## src/rtl/fsm_event_sched_pkg.sv

```systemverilog
// Shared encodings for the event scheduler: controlled-FSM one-hot states,
// event codes, controller state enum and small decode helpers.
package fsm_event_sched_pkg;

  // One-hot encodings of the controlled FSM's present state
  localparam logic [3:0] FSM_INIT      = 4'b1000;
  localparam logic [3:0] FSM_SECONDRY  = 4'b0100;
  localparam logic [3:0] FSM_BLACKHOLE = 4'b0010;
  localparam logic [3:0] FSM_THIRD     = 4'b0001;

  // Per-requester 2-bit event codes
  localparam logic [1:0] EV_NONE = 2'b00;
  localparam logic [1:0] EV_A    = 2'b01;
  localparam logic [1:0] EV_B    = 2'b10;
  localparam logic [1:0] EV_C    = 2'b11;

  typedef enum logic [2:0] {
    S_IDLE,
    S_ISSUE,
    S_SETTLE,
    S_HOLD,
    S_RECOVER
  } ctrl_state_t;

  // True when exactly one bit of the 4-bit state vector is set
  function automatic logic is_onehot4(input logic [3:0] v);
    return (v != 4'b0000) && ((v & (v - 4'd1)) == 4'b0000);
  endfunction

  // Index of a one-hot 3-bit grant (0 when no bit is set)
  function automatic logic [1:0] grant_idx(input logic [2:0] g);
    if (g[2])      return 2'd2;
    else if (g[1]) return 2'd1;
    else           return 2'd0;
  endfunction

endpackage

```

## src/rtl/fsm_event_sched_rr_arb3.sv

```systemverilog
// Three-way round-robin arbiter: picks the lowest-index active request at or
// after ptr, wrapping 2 -> 0. Purely combinational.
module rr_arb3
  import fsm_event_sched_pkg::*;
(
  input  logic [2:0] req,
  input  logic [1:0] ptr,
  output logic [2:0] grant
);

  // Rotate the priority order according to the pointer
  always_comb begin
    grant = 3'b000;
    case (ptr)
      2'd1: begin
        if (req[1])      grant = 3'b010;
        else if (req[2]) grant = 3'b100;
        else if (req[0]) grant = 3'b001;
      end
      2'd2: begin
        if (req[2])      grant = 3'b100;
        else if (req[0]) grant = 3'b001;
        else if (req[1]) grant = 3'b010;
      end
      default: begin
        if (req[0])      grant = 3'b001;
        else if (req[1]) grant = 3'b010;
        else if (req[2]) grant = 3'b100;
      end
    endcase
  end

endmodule

```

## src/rtl/fsm_event_sched.sv

```systemverilog
// Event scheduler: accepts one requester event at a time, strobes it into the
// controlled FSM, watches for the FSM getting stuck in BLACKHOLE (or taking an
// illegal encoding) and forces a recovery reset when needed.
module fsm_event_sched
  import fsm_event_sched_pkg::*;
#(
  parameter int unsigned TIMEOUT = 8
) (
  input  logic       clk,
  input  logic       reset,
  input  logic [2:0] req_valid,
  input  logic [5:0] req_event,
  output logic [2:0] req_ready,
  input  logic [3:0] fsm_state,
  output logic       ev_a,
  output logic       ev_b,
  output logic       ev_c,
  output logic       fsm_reset,
  output logic       busy,
  output logic [7:0] recover_cnt,
  output logic       err
);

  localparam logic [7:0] TIMEOUT_C = 8'(TIMEOUT);

  ctrl_state_t state;
  logic [1:0]  rr_ptr;
  logic [7:0]  hold_cnt;
  logic [2:0]  grant;
  logic [1:0]  gidx;
  logic [1:0]  gcode;

  rr_arb3 u_arb (
    .req   (req_valid),
    .ptr   (rr_ptr),
    .grant (grant)
  );

  // Ready is a handshake: only offered while idle, and never during reset
  assign req_ready = (state == S_IDLE && !reset) ? grant : 3'b000;
  assign busy      = (state != S_IDLE);
  assign gidx      = grant_idx(grant);

  // Select the event code belonging to the granted requester
  always_comb begin
    gcode = EV_NONE;
    case (gidx)
      2'd0:    gcode = req_event[1:0];
      2'd1:    gcode = req_event[3:2];
      2'd2:    gcode = req_event[5:4];
      default: gcode = EV_NONE;
    endcase
  end

  // Controller FSM with registered strobes, recovery pulse and status
  always_ff @(posedge clk or posedge reset) begin
    if (reset) begin
      state       <= S_IDLE;
      rr_ptr      <= 2'd0;
      hold_cnt    <= 8'd0;
      ev_a        <= 1'b0;
      ev_b        <= 1'b0;
      ev_c        <= 1'b0;
      fsm_reset   <= 1'b0;
      recover_cnt <= 8'd0;
      err         <= 1'b0;
    end else begin
      ev_a      <= 1'b0;
      ev_b      <= 1'b0;
      ev_c      <= 1'b0;
      fsm_reset <= 1'b0;
      case (state)
        S_IDLE: begin
          if (|req_ready) begin
            // The strobe registers double as the latched event code
            ev_a   <= (gcode == EV_A);
            ev_b   <= (gcode == EV_B);
            ev_c   <= (gcode == EV_C);
            rr_ptr <= (gidx == 2'd2) ? 2'd0 : gidx + 2'd1;
            state  <= S_ISSUE;
          end
        end
        S_ISSUE: state <= S_SETTLE;
        S_SETTLE: begin
          if (fsm_state == FSM_BLACKHOLE) begin
            hold_cnt <= 8'd1;
            state    <= S_HOLD;
          end else if (is_onehot4(fsm_state)) begin
            state <= S_IDLE;
          end else begin
            err       <= 1'b1;
            fsm_reset <= 1'b1;
            state     <= S_RECOVER;
          end
        end
        S_HOLD: begin
          if (fsm_state == FSM_BLACKHOLE) begin
            if (hold_cnt + 8'd1 >= TIMEOUT_C) begin
              hold_cnt  <= 8'd0;
              fsm_reset <= 1'b1;
              state     <= S_RECOVER;
            end else begin
              hold_cnt <= hold_cnt + 8'd1;
            end
          end else begin
            hold_cnt <= 8'd0;
            state    <= S_IDLE;
          end
        end
        S_RECOVER: begin
          if (recover_cnt != 8'hFF) recover_cnt <= recover_cnt + 8'd1;
          state <= S_IDLE;
        end
        default: state <= S_IDLE;
      endcase
    end
  end

endmodule

```

## config.mk

```make
export PLATFORM = sky130hd
export DESIGN_NAME = fsm_event_sched
export DESIGN_NICKNAME = d
export VERILOG_FILES = /design/src/rtl/fsm_event_sched_pkg.sv /design/src/rtl/fsm_event_sched_rr_arb3.sv /design/src/rtl/fsm_event_sched.sv
export SDC_FILE = /design/constraint.sdc
export NUM_CORES = 1
export LEC_CHECK = 0
export ABC_AREA = 1
export CORE_ASPECT_RATIO = 1.25
export CORE_MARGIN = 1.5
export CORE_UTILIZATION = 47
export CTS_BUF_LIST = sky130_fd_sc_hd__clkbuf_4
export DETAILED_ROUTE_END_ITERATION = 8
export PLACE_DENSITY = 0.76
export REMOVE_ABC_BUFFERS = 1
export SLEW_MARGIN = 15
export SYNTH_ARGS = -nofsm -noshare
export SYNTH_HDL_FRONTEND = slang
export SYNTH_SLANG_ARGS = --single-unit
```

## constraint.sdc

```tcl
create_clock -name clk -period 1.3 [get_ports clk]
set_input_delay 0.13 -clock clk [delete_from_list [all_inputs] [get_ports clk]]
set_output_delay 0.13 -clock clk [all_outputs]
set_load 0.02 [all_outputs]
```

==> results.sh, run 1 <==
export IMPL_violations="setup timing"
export IMPL_synthAdderAreaFrac_pct=4.14
export IMPL_synth_seq_cells=26
export IMPL_holdBufCountCts=0
export IMPL_rr_startpoint="rr_ptr[0]$_DFFE_PP0P_"
export IMPL_rows=22
export IMPL_syn_inst=183
export IMPL_critPathArrivalTime_ps=1620
export IMPL_portBuffers=31
export IMPL_stdcell_area_mm2=0.00271
export IMPL_fillCellCount=129
export IMPL_cp_max_fo=4
export IMPL_outcome="complete, but fails checks"
export IMPL_insertedDiodeCount=0
export IMPL_cts_made_buffers=3
export IMPL_start_kind="flop"
export IMPL_p_leak_nw=1.42
export IMPL_yosys_cell_types_count=27
export IMPL_crit_type="reg -> out"
export IMPL_dpl_hpwl_um=2890
export IMPL_place_gp_congestion=0.827
export IMPL_grt_max_degree=27
export IMPL_htreeDepth=1
export IMPL_synth_edf_count=0
export IMPL_fmax_mhz=572
export IMPL_track_usage_pct=28.5
export IMPL_slew_limit_headroom_pct=77.9
export IMPL_r2r_setup_slack_ps=-440
export IMPL_dpl_cell_area_mm2=0.00215
export IMPL_fin_ws_ps=-448
export IMPL_tightest_slew_ps=331
export IMPL_vdd_ir_drop_max_mv=2.09
export IMPL_synth_simple_area_share_pct=34.5
export IMPL_hp_class="in -> async"
export IMPL_grt_overflow_total=0
export IMPL_cts_sinks=26
export IMPL_antenna_left=0
export IMPL_io_pins=32
export IMPL_maxCapViolCount=0
export IMPL_rsz0062_at_grt="true"
export IMPL_root_buffer="clkbuf_4"
export IMPL_ys_top_cells_by_area="dfrtp_1 (43%), nand2_1 (9.7%), inv_1 (6.7%), nand3_1 (5.3%), nor2_1 (4.2%)"
export IMPL_grt_pass1_vias=1704
export IMPL_route_final_wire_length_um=5660
export IMPL_clockBufferDepth=2
export IMPL_crit_path_end="req_ready[2]"
export IMPL_antenna_found_initial=0
export IMPL_path_clk_slew_ps=150
export IMPL_dieHeight_um=66.4
export IMPL_first_pass_iters=4
export IMPL_setup_viol=30
export IMPL_yosysTopAreaCell="dfrtp_1"
export IMPL_synth_top_area_share_pct=43.0
export IMPL_drive_gt1_share_pct=56.0
export IMPL_clock_latency_ps=330
export IMPL_required_ps=1170
export IMPL_vias=1702
export IMPL_area_delta_synth_final_pct=79.5
export IMPL_dp_slack_ps=-544
export IMPL_finalCritPeriodShare_pct=134
export IMPL_die_width_um=53.7
export IMPL_power_density_mw_per_mm2=2120
export IMPL_muxShareOfSynthArea_pct=0
export IMPL_cts_tree="built"
export IMPL_layout_nets=296
export IMPL_viasPerCell=5.47
export IMPL_synth_xor_area_share_pct=4.06
export IMPL_synth_area_mm2=0.00151
export IMPL_min_period_ps=1750
export IMPL_grt_pass1_wl_um=7400
export IMPL_synth_compound_area_share_pct=5.22
export IMPL_drt_first_iter_violations=79
export IMPL_placeableCoreArea_mm2=0.00300
export IMPL_r2r_cells=12
export IMPL_wl_per_cell_um=18.2
export IMPL_slew_violations=0
export IMPL_ys_seq_area_share_pct=43.0
export IMPL_ys_warn_count=0
export IMPL_cp_startpoint="rr_ptr[0]$_DFFE_PP0P_"
export IMPL_hold_viol=0
export IMPL_start_util_pct=50.4
export IMPL_synth_area_per_cell_um2=8.26
export IMPL_die_area_mm2=0.00357
export IMPL_synth_ff_type="dfrtp_1"
export IMPL_r2r_end="state[0]$_DFFE_PP0P_"
export IMPL_async_flop_share_pct=100
export IMPL_drc_errors=0
export IMPL_synth_top_family_by_area="simple AND/OR/NAND/NOR gates"
export IMPL_finClkSkew_ps=1.32
export IMPL_worstSetupEndpointType="output pin"
## state kept, by name, summed over array words and instances (netlist names)
| register | cells |
|---|---|
| err | 1 |
| rr_ptr | 2 |
| recover_cnt | 8 |
| ev_b | 1 |
| ev_c | 1 |
| fsm_reset | 1 |
| state | 3 |
| ev_a | 1 |
| hold_cnt | 8 |
## kinds of logic after synthesis
logic type / Yosys count
AOI/OAI and AO/OA: 13
xor gates and xnor gates: 7
adders and majority gates: 5
buffers and inverters: 35
DFF: 26
and+or+nand+nor: 97
## cells in the mapped netlist, types with 4 or more instances
master / n
dfrtp_1: 26
ha_1: 5
inv_1: 27
inv_2: 6
nand2_1: 39
nand2_2: 4
nand3_1: 16
nand4_1: 5
nor2_1: 17
o21ai_0: 4
xor2_1: 4
## worst min path at each step
stage | cells after the start | start | slack [ps] | end
2_1_floorplan | 1 | reset | 170 | err$_DFFE_PP0P_
3_3_place_gp | 2 | err$_DFFE_PP0P_ | 440 | err$_DFFE_PP0P_
3_5_place_dp | 2 | err$_DFFE_PP0P_ | 450 | err$_DFFE_PP0P_
4_1_cts | 4 | reset | 370 | err$_DFFE_PP0P_
5_1_grt | 4 | reset | 390 | ev_c$_DFF_PP0_
6_report | 4 | reset | 360 | state[2]$_DFFE_PP0P_
## repair_timing
item | in CTS | in global routing
pin swaps | 20 | 27
gates resized for setup | 80 | 69
setup buffers | 7 | 17
hold endpoints to repair | 0 | 0
cloned | 0 | 0
setup endpoints to repair | 40 | 37
## layout make-up
type	instances	area, um^2	area share [%]
multi-input cells	122	1030	38.0
clock buffers	3	22.5	0.830
flip-flops and latches	26	654	24.1
clock inverters	1	30.0	1.11
repair buffers	88	787	29.0
well taps	36	45.0	1.66
inverters	35	144	5.30
## placed cells by master (no fill, tap or decap), drive strengths merged, types with 6 or more instances in the layout
cell            n
nor3            6
buf            62
o21ai           8
nor2           19
nand2          44
dlygate4sd2     6
dfrtp          26
nand3          22
inv            35
clkdlybuf4s50  14
## metrics by stage
step                util, %  setup TNS [ps]  std cells  hold WS [ps]  power [mW]
finish                 90.4           -6080        311           363        5.74
global route           90.4           -7950        311           387        6.00
CTS                    79.3           -3030        296           372        4.72
detailed placement     71.6           -5310        286           450        3.70
global placement       71.6           -4160        286           445        3.57
floorplan                 -           -1410        183           170        2.61
## per-layer routing
metal	up-vias	wire [um]	global-route usage [%]	part of all wire (%)
li1	762	-	-	-
met1	834	2090	29.2	37
met2	84	3100	51.7	55
met3	22	244	4.07	4.3
met4	0	226	17.9	4.0
met5	-	0	0	0
## critical path: stages, from the launching register on
cell and delay (ps):
dfrtp_1 420, inv_2 70, ha_4 290, inv_4 50
nand3_4 90, nand3_4 90, inv_4 80, nand2_4 50
inv_2 50, buf_6 100
## power breakdown
| group | internal [mW] | switching (mW) | leakage, nW |
|---|---|---|---|
| Combinational | 1.78 | 2.14 | 1.06 |
| Sequential | 1.05 | 0.203 | 0.339 |
| Clock | 0.312 | 0.264 | 0.0279 |
Note: power is estimated with default switching activity, not from simulation.
==> run 2, diff against run 1 <==
SKIP_LAST_GASP = 1   (was not set)
==> run 2 against run 1 <==
The flow still finishes with violations (setup timing); setup slack lost 9.3 ps; non-clock buffer count fell by 1; clock power is 2% higher; sequential share of layout area about the same; combinational power fell by 2%; cell count down 0.32%; register-to-register slack worse by 20 ps; via count increased by 1.1%; sequential power barely moved; global-route usage is 1.0 points lower; critical endpoint is now ev_b$_DFF_PP0_; highest routed layer unchanged.
==> results.sh, run 2 (synthesis results as in run 1) <==
export IMPL_io_pins=32
export IMPL_placeableCoreArea_mm2=0.00300
export IMPL_final_common_cell="buf_4"
export IMPL_worstSetupEndpointType="flop"
export IMPL_clockBufferDepth=2
export IMPL_area_delta_synth_final_pct=80.1
export IMPL_drt_first_iter_violations=39
export IMPL_wl_met1_um=1960
export IMPL_path_clk_slew_ps=160
export IMPL_power_density_mw_per_mm2=2080
export IMPL_rows=22
export IMPL_cts_sinks=26
export IMPL_tightest_slew_ps=260
export IMPL_grt_pass1_wl_um=7130
export IMPL_start_util_pct=50.4
export IMPL_wl_per_cell_um=18.2
export IMPL_r2r_setup_slack_ps=-460
export IMPL_antenna_left=0
export IMPL_crit_type="reg -> reg"
export IMPL_rsz0062_at_grt="true"
export IMPL_layout_nets=295
export IMPL_htreeDepth=1
export IMPL_p_leak_nw=1.40
export IMPL_first_pass_iters=4
export IMPL_critPathArrivalTime_ps=2030
export IMPL_holdBufCountCts=0
export IMPL_drc_errors=0
export IMPL_fin_ws_ps=-457
export IMPL_route_final_wire_length_um=5650
export IMPL_setup_tns_ps=-7400
export IMPL_vdd_ir_drop_max_mv=1.75
export IMPL_viasPerCell=5.55
export IMPL_finalCritPeriodShare_pct=135
export IMPL_grt_pass1_vias=1694
export IMPL_reg_top3="hold_cnt: 8 flops, recover_cnt: 8 flops, state: 3 flops"
export IMPL_clock_latency_ps=340
export IMPL_slew_violations=0
export IMPL_track_usage_pct=27.5
export IMPL_cts_made_buffers=3
export IMPL_fin_util_pct=90.7
export IMPL_slew_limit_headroom_pct=82.6
export IMPL_dpl_hpwl_um=2890
export IMPL_grt_overflow_total=0
export IMPL_r2r_cells=13
export IMPL_dieHeight_um=66.4
export IMPL_outcome="complete, but fails checks"
export IMPL_portBuffers=31
export IMPL_maxCapViolCount=0
export IMPL_finClkSkew_ps=2.87
export IMPL_insertedDiodeCount=0
export IMPL_routed_wl_met2_um=3230
export IMPL_total_power_mw=5.67
export IMPL_die_area_mm2=0.00357
export IMPL_start_kind="flop"
export IMPL_min_period_ps=1760
export IMPL_vias=1720
export IMPL_die_width_um=53.7
export IMPL_fillCellCount=126
export IMPL_rr_startpoint="rr_ptr[0]$_DFFE_PP0P_"
export IMPL_root_buffer="clkbuf_4"
export IMPL_hp_class="in -> async"
export IMPL_violations="setup timing"
export IMPL_grt_max_degree=27
export IMPL_hold_viol=0
export IMPL_antenna_found_initial=0
export IMPL_r2r_end="ev_b$_DFF_PP0_"
export IMPL_cp_max_fo=4
export IMPL_final_cell_mix="buf_4 (36), nand2_1 (27), dfrtp_1 (22), buf_6 (22), inv_1 (20)"
export IMPL_required_ps=1570
export IMPL_setup_viol=30
export IMPL_drive_gt1_share_pct=55.1
export IMPL_wl_met3_um=225
export IMPL_cts_tree="built"
export IMPL_place_gp_congestion=0.827
export IMPL_dr_max_layer_used="met4"
export IMPL_fmax_mhz=569
==> run 2: cell types whose count changed in the layout (fill, tap and decap cells not counted), sizes merged <==
cell and change:
clkbuf -1, dlygate4sd2 +1, buf -1
==> run 2: timing repair <==
item / CTS / global route
hold endpoints to repair: 0 / 0
pin swaps: 20 / 28
endpoints found under the setup margin: 40 / 37
setup buffers: 7 / 17
gates resized for setup: 78 / 72
==> run 2: how the worst max path moves through the flow <==
stage	from	to	slack [ps]	cells past startpoint
2_1_floorplan	rr_ptr[0]$_DFFE_PP0P_	state[0]$_DFFE_PP0P_	-140	10
3_3_place_gp	rr_ptr[0]$_DFFE_PP0P_	req_ready[1]	-480	8
3_5_place_dp	rr_ptr[1]$_DFFE_PP0P_	req_ready[2]	-540	8
4_1_cts	rr_ptr[0]$_DFFE_PP0P_	req_ready[2]	-380	9
5_1_grt	rr_ptr[0]$_DFFE_PP0P_	ev_b$_DFF_PP0_	-560	13
6_report	rr_ptr[0]$_DFFE_PP0P_	ev_b$_DFF_PP0_	-460	13
==> run 2: area by class of cell <==
| cell class | instances | area, um^2 | area share, % |
|---|---|---|---|
| clock buffers | 3 | 22.5 | 0.827 |
| clock inverters | 1 | 30.0 | 1.10 |
| multi-input cells | 122 | 1030 | 37.8 |
| inverters | 35 | 146 | 5.38 |
| flip-flops and latches | 26 | 656 | 24.1 |
| well taps | 36 | 45.0 | 1.65 |
| repair buffers | 87 | 795 | 29.2 |
==> run 2: where the power goes <==
part	leakage (nW)	internal, mW	switching [mW]
Clock	0.0279	0.312	0.273
Combinational	1.04	1.72	2.10
Sequential	0.337	1.05	0.214
==> run 2: stage by stage <==
step / area, um^2 / worst slack [ps] / instances / hold slack (ps)
after floorplan: 1510 / -142 / 183 / 170
after global placement: 2150 / -483 / 286 / 445
after detailed placement: 2150 / -544 / 286 / 450
after CTS: 2370 / -376 / 296 / 372
after global routing: 2720 / -565 / 310 / 379
final: 2720 / -457 / 310 / 354
==> run 2: critical path: stages (launching register included) <==
cell and delay (ps):
dfrtp_1 430, inv_2 80, ha_4 210, inv_4 80, nand2_1 50, nand2_1 70, nand2_2 60, buf_4 130
buf_6 120, nand2_4 70, nand3_2 80, nand3_2 100, nand2_1 70, nor2_1 130
==> run 2: layer usage <==
layer	vias to the layer above	track usage, %
met2	78	50.5
met1	850	27.5
met3	31	4.75
li1	761	-
met4	0	16.3
met5	-	0
==> run 3, diff against run 2 <==
CORE_MARGIN = 3   (was 1.5)
CTS_CLUSTER_SIZE = 14   (was not set)
PLACE_DENSITY = 0.78   (was 0.76)
==> run 3 against run 2 <==
The run still ends with setup timing left; sequential share of layout area rose by 1.2 points; first-iteration DRC count grew 140%; clock skew up 9.1 ps; design area decreased by 5.1%; register-to-register slack about the same; critical path depth is 5 lower; setup slack got worse by 4.2 ps; sequential power about the same; hold slack worse by 120 ps; global-route usage decreased by 6.5 points; utilization shrank 4.6 points; combinational power fell by 4%.
==> results.sh, run 3 (synthesis results as in run 1) <==
export IMPL_outcome="complete, but fails checks"
export IMPL_violations="setup timing"
export IMPL_vias=1644
export IMPL_fillCellCount=145
export IMPL_start_util_pct=50.4
export IMPL_r2r_cells=11
export IMPL_reg_top3="hold_cnt: 8 flops, recover_cnt: 8 flops, state: 3 flops"
export IMPL_path_depth=8
export IMPL_rows=22
export IMPL_tightest_slew_ps=278
export IMPL_cts_tree="built"
export IMPL_hold_viol=0
export IMPL_combPwrFrac_pct=68.8
export IMPL_grt_pass1_vias=1550
export IMPL_p_leak_nw=1.30
export IMPL_drt_first_iter_violations=94
export IMPL_crit_buf_inv=3
export IMPL_r2r_setup_slack_ps=-450
export IMPL_cts_sinks=26
export IMPL_dpl_hpwl_um=2620
export IMPL_grt_overflow_total=0
export IMPL_area_delta_synth_final_pct=70.9
export IMPL_first_pass_iters=4
export IMPL_worstSetupEndpointType="output pin"
export IMPL_power_density_mw_per_mm2=2050
export IMPL_crit_type="reg -> out"
export IMPL_fmax_mhz=568
export IMPL_grt_pass1_wl_um=6460
export IMPL_rsz0062_at_grt="true"
export IMPL_track_usage_pct=21.0
export IMPL_viasPerCell=5.48
export IMPL_finalCritPeriodShare_pct=135
export IMPL_portBuffers=31
export IMPL_wl_per_cell_um=18.3
export IMPL_power_internal_mw=2.78
export IMPL_die_area_mm2=0.00394
export IMPL_fin_cells=300
export IMPL_swShare_pct=47.5
export IMPL_placedCellCount=285
export IMPL_cts_made_buffers=3
export IMPL_crit_chain="ha_4, inv_6, nand2_2, nand2_2, nand2_2, nand3_2, inv_2, buf_6"
export IMPL_die_width_um=56.7
export IMPL_place_gp_congestion=0.798
export IMPL_p_switching_mw=2.52
export IMPL_root_buffer="clkbuf_4"
export IMPL_vdd_ir_drop_max_mv=1.92
export IMPL_cp_top_family="flip-flops"
export IMPL_fin_ws_ps=-461
export IMPL_holdBufCountCts=0
export IMPL_clockBufferDepth=2
export IMPL_finClkSkew_ps=12.0
export IMPL_slew_violations=0
export IMPL_rr_startpoint="rr_ptr[1]$_DFFE_PP0P_"
export IMPL_hp_class="in -> async"
export IMPL_setup_tns_ps=-5620
export IMPL_cp_startpoint="rr_ptr[1]$_DFFE_PP0P_"
export IMPL_path_clk_slew_ps=150
export IMPL_r2r_end="ev_c$_DFF_PP0_"
export IMPL_stdcell_area_mm2=0.00258
export IMPL_drive_gt1_share_pct=53.0
export IMPL_crit_path_end="req_ready[1]"
export IMPL_htreeDepth=1
export IMPL_final_common_cell="buf_4"
export IMPL_cp_max_fo=4
export IMPL_io_pins=32
export IMPL_placeableCoreArea_mm2=0.00300
export IMPL_drc_errors=0
export IMPL_dpl_cell_area_mm2=0.00214
export IMPL_antenna_found_initial=0
export IMPL_slew_limit_headroom_pct=81.4
export IMPL_setup_viol=30
export IMPL_slowest_stage="dfrtp_1"
export IMPL_clock_latency_ps=340
export IMPL_clkPwrFrac_pct=7.0
export IMPL_dieHeight_um=69.4
export IMPL_antenna_left=0
export IMPL_grt_max_degree=27
export IMPL_final_cell_mix="buf_4 (31), dfrtp_1 (24), nand2_1 (22)"
export IMPL_insertedDiodeCount=0
export IMPL_start_kind="flop"
export IMPL_min_period_ps=1760
export IMPL_layout_nets=285
export IMPL_cp_slowest_stage_delay_ps=470
export IMPL_required_ps=1170
export IMPL_maxCapViolCount=0
export IMPL_critPathArrivalTime_ps=1630
export IMPL_route_final_wire_length_um=5500
export IMPL_p_seq_share_pct=24.2
export IMPL_path_common_cell="nand2_2"
-- run 3: per-layer routing --
| layer | track usage, % | up-vias | share of wire [%] |
|---|---|---|---|
| met2 | 39.2 | 68 | 58 |
| met1 | 21.6 | 818 | 34 |
| met4 | 13.2 | 0 | 4.3 |
| li1 | - | 739 | - |
| met5 | 0 | - | 0 |
| met3 | 1.86 | 19 | 3.5 |
-- run 3: per-stage QoR --
stage               worst slack (ps)  utilization (%)  total power [mW]  hold WS (ps)
finish                          -461             86.1              5.30           231
global route                    -519             86.1              5.61           266
CTS                             -375             75.8              4.31           250
detailed placement              -563             71.4              3.69           458
global placement                -523             71.4              3.62           448
floorplan                       -142                -              2.61           170
-- run 3: final cells by class --
class	count	area [um^2]	area share, %
repair buffers	77	702	27.2
clock buffers	3	22.5	0.872
multi-input cells	122	1010	39.0
inverters	35	149	5.76
flip-flops and latches	26	653	25.3
clock inverters	1	3.75	0.145
well taps	36	45.0	1.74
-- run 3: worst min path at each step --
stage                     cells after the start            start                    end  slack (ps)
after CTS                                     3            reset        err$_DFFE_PP0P_         250
after detailed placement                      2  err$_DFFE_PP0P_        err$_DFFE_PP0P_         460
after floorplan                               1            reset        err$_DFFE_PP0P_         170
final                                         3            reset  rr_ptr[0]$_DFFE_PP0P_         230
after global placement                        2  err$_DFFE_PP0P_        err$_DFFE_PP0P_         450
after global routing                          3            reset        err$_DFFE_PP0P_         270
-- run 3: what timing repair did --
action / in CTS / in global routing
endpoints found under the setup margin: 36 / 33
pin swaps: 17 / 26
gates resized for setup: 65 / 75
setup buffers: 6 / 8
-- run 3: worst min-delay path, stage by stage --
cell             delay, ps
clkdlybuf4s50_1        480
inv_1                  130
buf_12                 190
-- run 3: power groups by stage --
stage	Clock, mW	Sequential, mW	Combinational [mW]
after floorplan	0	1.33	1.28
after global placement	0	1.21	2.41
after detailed placement	0	1.22	2.48
after CTS	0.357	1.20	2.74
after global routing	0.400	1.30	3.91
final	0.373	1.28	3.65
